File: config.mk
export PLATFORM = sky130hd
export DESIGN_NAME = regfile_sb
export DESIGN_NICKNAME = d
export VERILOG_FILES = /design/src/rtl/regfile_pkg.sv /design/src/rtl/regfile_sb_pend_counter.sv /design/src/rtl/regfile_sb.sv
export SDC_FILE = /design/constraint.sdc
export NUM_CORES = 2
export LEC_CHECK = 0
export CAP_MARGIN = 0
export CELL_PAD_IN_SITES_DETAIL_PLACEMENT = 0
export CELL_PAD_IN_SITES_GLOBAL_PLACEMENT = 2
export CORE_ASPECT_RATIO = 0.8
export CORE_MARGIN = 10
export CORE_UTILIZATION = 41
export DETAILED_ROUTE_END_ITERATION = 7
export PLACE_DENSITY_LB_ADDON = 0.1
export SETUP_SLACK_MARGIN = 0.05
export SYNTH_ARGS = -nofsm -noshare
export SYNTH_HDL_FRONTEND = slang
export SYNTH_SLANG_ARGS = --single-unit
File: constraint.sdc
create_clock -name CLOCK -period 2.4 [get_ports CLOCK]
set_input_delay 0.24 -clock CLOCK [delete_from_list [all_inputs] [get_ports CLOCK]]
set_output_delay 0.24 -clock CLOCK [all_outputs]
set_load 0.05 [all_outputs]
File: src/rtl/regfile_pkg.sv
// Shared defaults and helpers for the scoreboarded register file.
// Holds parameter defaults and the pending-counter maximum helper.
package regfile_pkg;

  localparam int DATA_W_DEF   = 32;
  localparam int ADDR_W_DEF   = 5;
  localparam int NUM_RD_DEF   = 2;
  localparam int PEND_W_DEF   = 2;
  localparam int ZERO_REG_DEF = 1;
  localparam int BYPASS_DEF   = 1;

  function automatic int pend_max(input int w);
    return (2 ** w) - 1;
  endfunction

  localparam int PEND_MAX_DEF = pend_max(PEND_W_DEF);

endpackage

File: src/rtl/regfile_sb_pend_counter.sv
// Saturating up/down pending-write counter with overflow strobe.
// Ports: i_clk, i_rst_n, i_inc, i_dec -> o_count, o_ovf (comb strobe).
module pend_counter
  import regfile_pkg::*;
#(
  parameter int W = PEND_W_DEF
) (
  input  logic         i_clk,
  input  logic         i_rst_n,
  input  logic         i_inc,
  input  logic         i_dec,
  output logic [W-1:0] o_count,
  output logic         o_ovf
);

  localparam logic [W-1:0] MAX = W'(pend_max(W));

  logic [W-1:0] r_count;

  // Simultaneous inc and dec cancel, so only a lone inc can overflow.
  assign o_ovf   = i_inc && !i_dec && (r_count == MAX);
  assign o_count = r_count;

  always_ff @(posedge i_clk or negedge i_rst_n) begin
    if (!i_rst_n) begin
      r_count <= '0;
    end else if (i_inc && !i_dec) begin
      if (r_count != MAX) r_count <= r_count + 1'b1;
    end else if (!i_inc && i_dec) begin
      if (r_count != '0) r_count <= r_count - 1'b1;
    end
  end

endmodule

File: src/rtl/regfile_sb.sv
// Register file with per-register pending-write scoreboard.
// Ports: CLOCK, RESET (async low), read ports, write-back, issue, snoop, Overflow_OUT.
module regfile_sb
  import regfile_pkg::*;
#(
  parameter int DATA_W   = DATA_W_DEF,
  parameter int ADDR_W   = ADDR_W_DEF,
  parameter int NUM_RD   = NUM_RD_DEF,
  parameter int PEND_W   = PEND_W_DEF,
  parameter int ZERO_REG = ZERO_REG_DEF,
  parameter int BYPASS   = BYPASS_DEF
) (
  input  logic                     CLOCK,
  input  logic                     RESET,
  input  logic [NUM_RD*ADDR_W-1:0] ReadRegister_IN,
  output logic [NUM_RD*DATA_W-1:0] ReadData_OUT,
  output logic [NUM_RD-1:0]        ReadBusy_OUT,
  input  logic [DATA_W-1:0]        WriteData_IN,
  input  logic [ADDR_W-1:0]        WriteRegister_IN,
  input  logic                     WriteEnable_IN,
  input  logic [ADDR_W-1:0]        IssueRegister_IN,
  input  logic                     IssueEnable_IN,
  output logic                     write_OUT,
  output logic [DATA_W-1:0]        WBRegisterValue_OUT,
  output logic [ADDR_W-1:0]        WBRegister_OUT,
  output logic                     Overflow_OUT
);

  localparam int DEPTH = 2 ** ADDR_W;

  logic [DATA_W-1:0] r_mem [DEPTH];
  logic              r_wb;
  logic [DATA_W-1:0] r_wb_val;
  logic [ADDR_W-1:0] r_wb_reg;
  logic              r_ovf;

  logic              w_wr_ok;
  logic              w_iss_ok;
  logic [PEND_W-1:0] w_cnt [DEPTH];
  logic [DEPTH-1:0]  w_ovf;

  // Register 0 is hardwired when ZERO_REG: drop its writes and issues.
  assign w_wr_ok  = WriteEnable_IN &&
                    !(ZERO_REG != 0 && WriteRegister_IN == '0);
  assign w_iss_ok = IssueEnable_IN &&
                    !(ZERO_REG != 0 && IssueRegister_IN == '0);

  always_ff @(posedge CLOCK or negedge RESET) begin
    if (!RESET) begin
      for (int i = 0; i < DEPTH; i++) r_mem[i] <= '0;
    end else if (w_wr_ok) begin
      r_mem[WriteRegister_IN] <= WriteData_IN;
    end
  end

  for (genvar g = 0; g < DEPTH; g++) begin : g_pend
    pend_counter #(.W(PEND_W)) u_pc (
      .i_clk   (CLOCK),
      .i_rst_n (RESET),
      .i_inc   (w_iss_ok && IssueRegister_IN == ADDR_W'(g)),
      .i_dec   (w_wr_ok && WriteRegister_IN == ADDR_W'(g)),
      .o_count (w_cnt[g]),
      .o_ovf   (w_ovf[g])
    );
  end

  for (genvar k = 0; k < NUM_RD; k++) begin : g_rd
    logic [ADDR_W-1:0] w_addr;
    logic              w_zero;
    logic              w_hit;
    logic [PEND_W-1:0] w_left;

    assign w_addr = ReadRegister_IN[k*ADDR_W +: ADDR_W];
    assign w_zero = (ZERO_REG != 0) && (w_addr == '0);
    assign w_hit  = (BYPASS != 0) && w_wr_ok &&
                    (WriteRegister_IN == w_addr);
    // Modular difference: a hit on an idle counter still reads busy.
    assign w_left = w_cnt[w_addr] - PEND_W'(w_hit);

    assign ReadData_OUT[k*DATA_W +: DATA_W] =
      w_zero ? '0 :
      w_hit  ? WriteData_IN : r_mem[w_addr];
    assign ReadBusy_OUT[k] = !w_zero && (w_left != '0);
  end

  always_ff @(posedge CLOCK or negedge RESET) begin
    if (!RESET) begin
      r_wb     <= 1'b0;
      r_wb_val <= '0;
      r_wb_reg <= '0;
      r_ovf    <= 1'b0;
    end else begin
      r_wb <= w_wr_ok;
      if (w_wr_ok) begin
        r_wb_val <= WriteData_IN;
        r_wb_reg <= WriteRegister_IN;
      end
      if (|w_ovf) r_ovf <= 1'b1;
    end
  end

  assign write_OUT           = r_wb;
  assign WBRegisterValue_OUT = r_wb_val;
  assign WBRegister_OUT      = r_wb_reg;
  assign Overflow_OUT        = r_ovf;

endmodule
==> run metrics <==
Post-Syn Instances=4334; Area Growth Syn to Fin=27.6%; GR Util met3=0.0440; Hold Path Class=primary input to register; GRT overflow=0; row count=126; Starting Density=0.412; GRT Total Usage=0.274; register area=28200 µm²; Via density=6.08; Num CTS Buffers=130; average wire per standard cell=32.7 µm; largest net degree at the start of global routing=95; Post-Syn Area per Cell=14.0 µm²; #FFs+latches synth=1127; CP max stage delay=550 ps; measured slew at the worst slew-check pin=1060 ps; Synthesis Warnings=0; CTS tree=yes; met1 Use GR=0.398; Die ar.=164000 µm²; Synth area leader=dfrtp_1; Slew Limit Headroom=0.288; final hold violations=0; Slew Limit Fails=0; worst vdd ir=0.551 mV; Multi-input gate area=31900 µm²; Final Cycle Share=1.32; Cell Area, Synth=60800 µm²; final worst slack=-763 ps; root buffer cell=clkbuf_16; worst skew pair latency=800 ps; CP dominant cell by count=mux4_2; setup violators final=66; status=finished, violations left; first-pass GRT wire length=328000 µm; M2 GR Usage=0.426; top-area cell type share of the netlist area=0.464; Arr. time, crit path=2920 ps; sequential share of power=0.404; Slowest-stage cell, CP=mux4_2; initial antenna violation count=7; Setup crit start kind=register; num ports=161; CP Cell Sequence=mux4_2 -> mux4_2 -> nor2b_1 -> a221o_2 -> buf_12; Pwr Density=803 nW/µm²; PnR Total Power=62.3 mW; vias in the first global route=42900; Min Hold Slack=39.3 ps; largest cells by area after synthesis=dfrtp_1 (46%), mux4_2 (20%), mux2_2 (18%), mux2i_1 (2.3%), clkbuf_1 (1.8%); CP Max Fanout=2; drt initial violations=3429; Clk pin slew, worst setup/hold paths=60 ps; hpwl dp=156000 µm; crit end category=output pin; die width=450 µm; power share of the clock group=0.345; most common cell after layout, fill and taps aside=dfrtp_1; worst reg-to-reg setup slack=870 ps; Cell Int Power=44.3 mW; I/O Buffers=160; post-route ant nets=0; maxcap violations=0; CP Class=register to output pin; Syn Nets=4390; Synth cell types=62; register area share after synthesis=0.464; sw frac=0.289; commonest non-fill, non-tap cells in the layout=dfrtp_1 (1126), mux2_2 (934), mux4_2 (552); post-synthesis async set-or-reset flop share=1.00; static leakage=33.7 nW; Combinational Power Share=0.251; Final Skew=14.1 ps; layout cells sized above 1=0.550; Routed WL=227000 µm; Filler Cell Count=12400; Die Ht=364 µm; ys flop type=dfrtp_1; Pre-antenna DRT Iters=5; Max Buffers Root-to-Sink=3; routed vias=42300; min Tclk post-route=3160 ps; clk sink count=1127; RSZ-0062 raised after global routing=true; DP Worst Slack=-862 ps; nets=4926; DRC viols=0; Max H-tree Level=4; final core utilization=0.526; CP required=2160 ps; fmax=316 MHz; Top Usage Layer GRT=met2; GP Congestion=0.865; number of synthesized flops with an enable pin=0; Sw Pwr=18.0 mW; Core Box Area=147000 µm²; failing checks=negative setup slack
[cell usage after synthesis, drive strengths merged (7+ instances only)]
cell type	n
dfrtp	1127
mux2	959
mux4	552
clkbuf	299
nand2	289
buf	165
mux2i	142
o21ai	118
nor2	115
a21oi	96
a22oi	56
nand3	54
a211oi	52
nor2b	35
inv	31
nand2b	25
o221ai	22
a221oi	20
o22ai	20
o31ai	16
or2	15
and2	11
a221o	9
nor3	9
a2111oi	8
a32o	8
nand4	8
o211ai	8
xnor2	7
[flip-flops by register name (all words and copies together), names as in the netlist]
signal               count
WBRegister_OUT           5
r_mem                 1024
Overflow_OUT             1
write_OUT                1
WBRegisterValue_OUT     32
g_pend.u_pc.o_count     64
[layout make-up]
cell class	instances	share of cell area
antenna	1	0.0000323
clock buffer	187	0.0505
clock inverter	47	0.00836
inverter	31	0.00150
multi-input combinational	2712	0.411
sequential	1127	0.364
tap	1984	0.0320
timing repair buffer	868	0.132
[per-layer routing]
layer | share of wire | up-vias | wire length (µm)
met4 | 0.030 | 2 | 6840
met5 | 0.000057 | - | 13
li1 | - | 17700 | -
met2 | 0.46 | 1383 | 104000
met1 | 0.45 | 22900 | 103000
met3 | 0.059 | 342 | 13300
[path summary, 6_finish.rpt]
kind                                             from                      end  cells after the start
min in group asynchronous                       RESET  WBRegisterValue_OUT[25]                      3
min                                    WriteEnable_IN        WBRegister_OUT[4]                      4
min reg2reg                               r_mem[1002]              r_mem[1002]                      0
max                                         r_mem[16]         ReadData_OUT[48]                      5
max in group asynchronous                       RESET               r_mem[521]                      4
max reg2reg                g_pend[22].u_pc.o_count[0]             Overflow_OUT                      6
[worst max-delay path: cells and delay by family (launching register included)]
kind | cells | cell delay [ps]
mux | 2 | 1050
flops | 1 | 390
compound gates | 1 | 360
buf+inv | 1 | 170
simple gates | 1 | 160
[cells by family (layout without fill, tap and decap cells)]
logic type | Yosys count | count (layout) | synth area share
compound gates | 451 | 451 | 0.0488
xor+xnor | 11 | 11 | 0.00159
buf+inv | 495 | 1133 | 0.0346
flops | 1127 | 1127 | 0.464
mux | 1653 | 1653 | 0.406
other cells | 0 | 1 | 0
simple gates | 597 | 597 | 0.0453
[power by group through the flow]
stage	clock, mW	combinational, mW	sequential, mW
4_1_cts	21.9	15.6	25.0
3_3_place_gp	0	14.8	25.3
5_1_grt	22.7	16.6	25.6
6_report	21.5	15.6	25.2
3_5_place_dp	0	15.0	25.4
2_1_floorplan	0	9.59	24.7
[repair_timing]
action / in CTS / in global routing
gates resized for setup: 151 / 35
endpoints found under the setup margin: 68 / 66
hold buffers: 3 / 1
pin swaps: 62 / 36
cloned: 0 / 1
hold endpoints to repair: 829 / 1
buffers inserted: 38 / 24
[metrics by stage]
stage / area [µm²] / setup TNS, ps / cells
3_5_place_dp: 71600 / -176970 / 6661
2_1_floorplan: 61500 / -2580 / 4334
5_1_grt: 77500 / -37000 / 6956
6_report: 77500 / -32800 / 6957
4_1_cts: 77200 / -36520 / 6933
3_3_place_gp: 71600 / -144150 / 6661
Note: power is estimated with default switching activity, not from simulation.
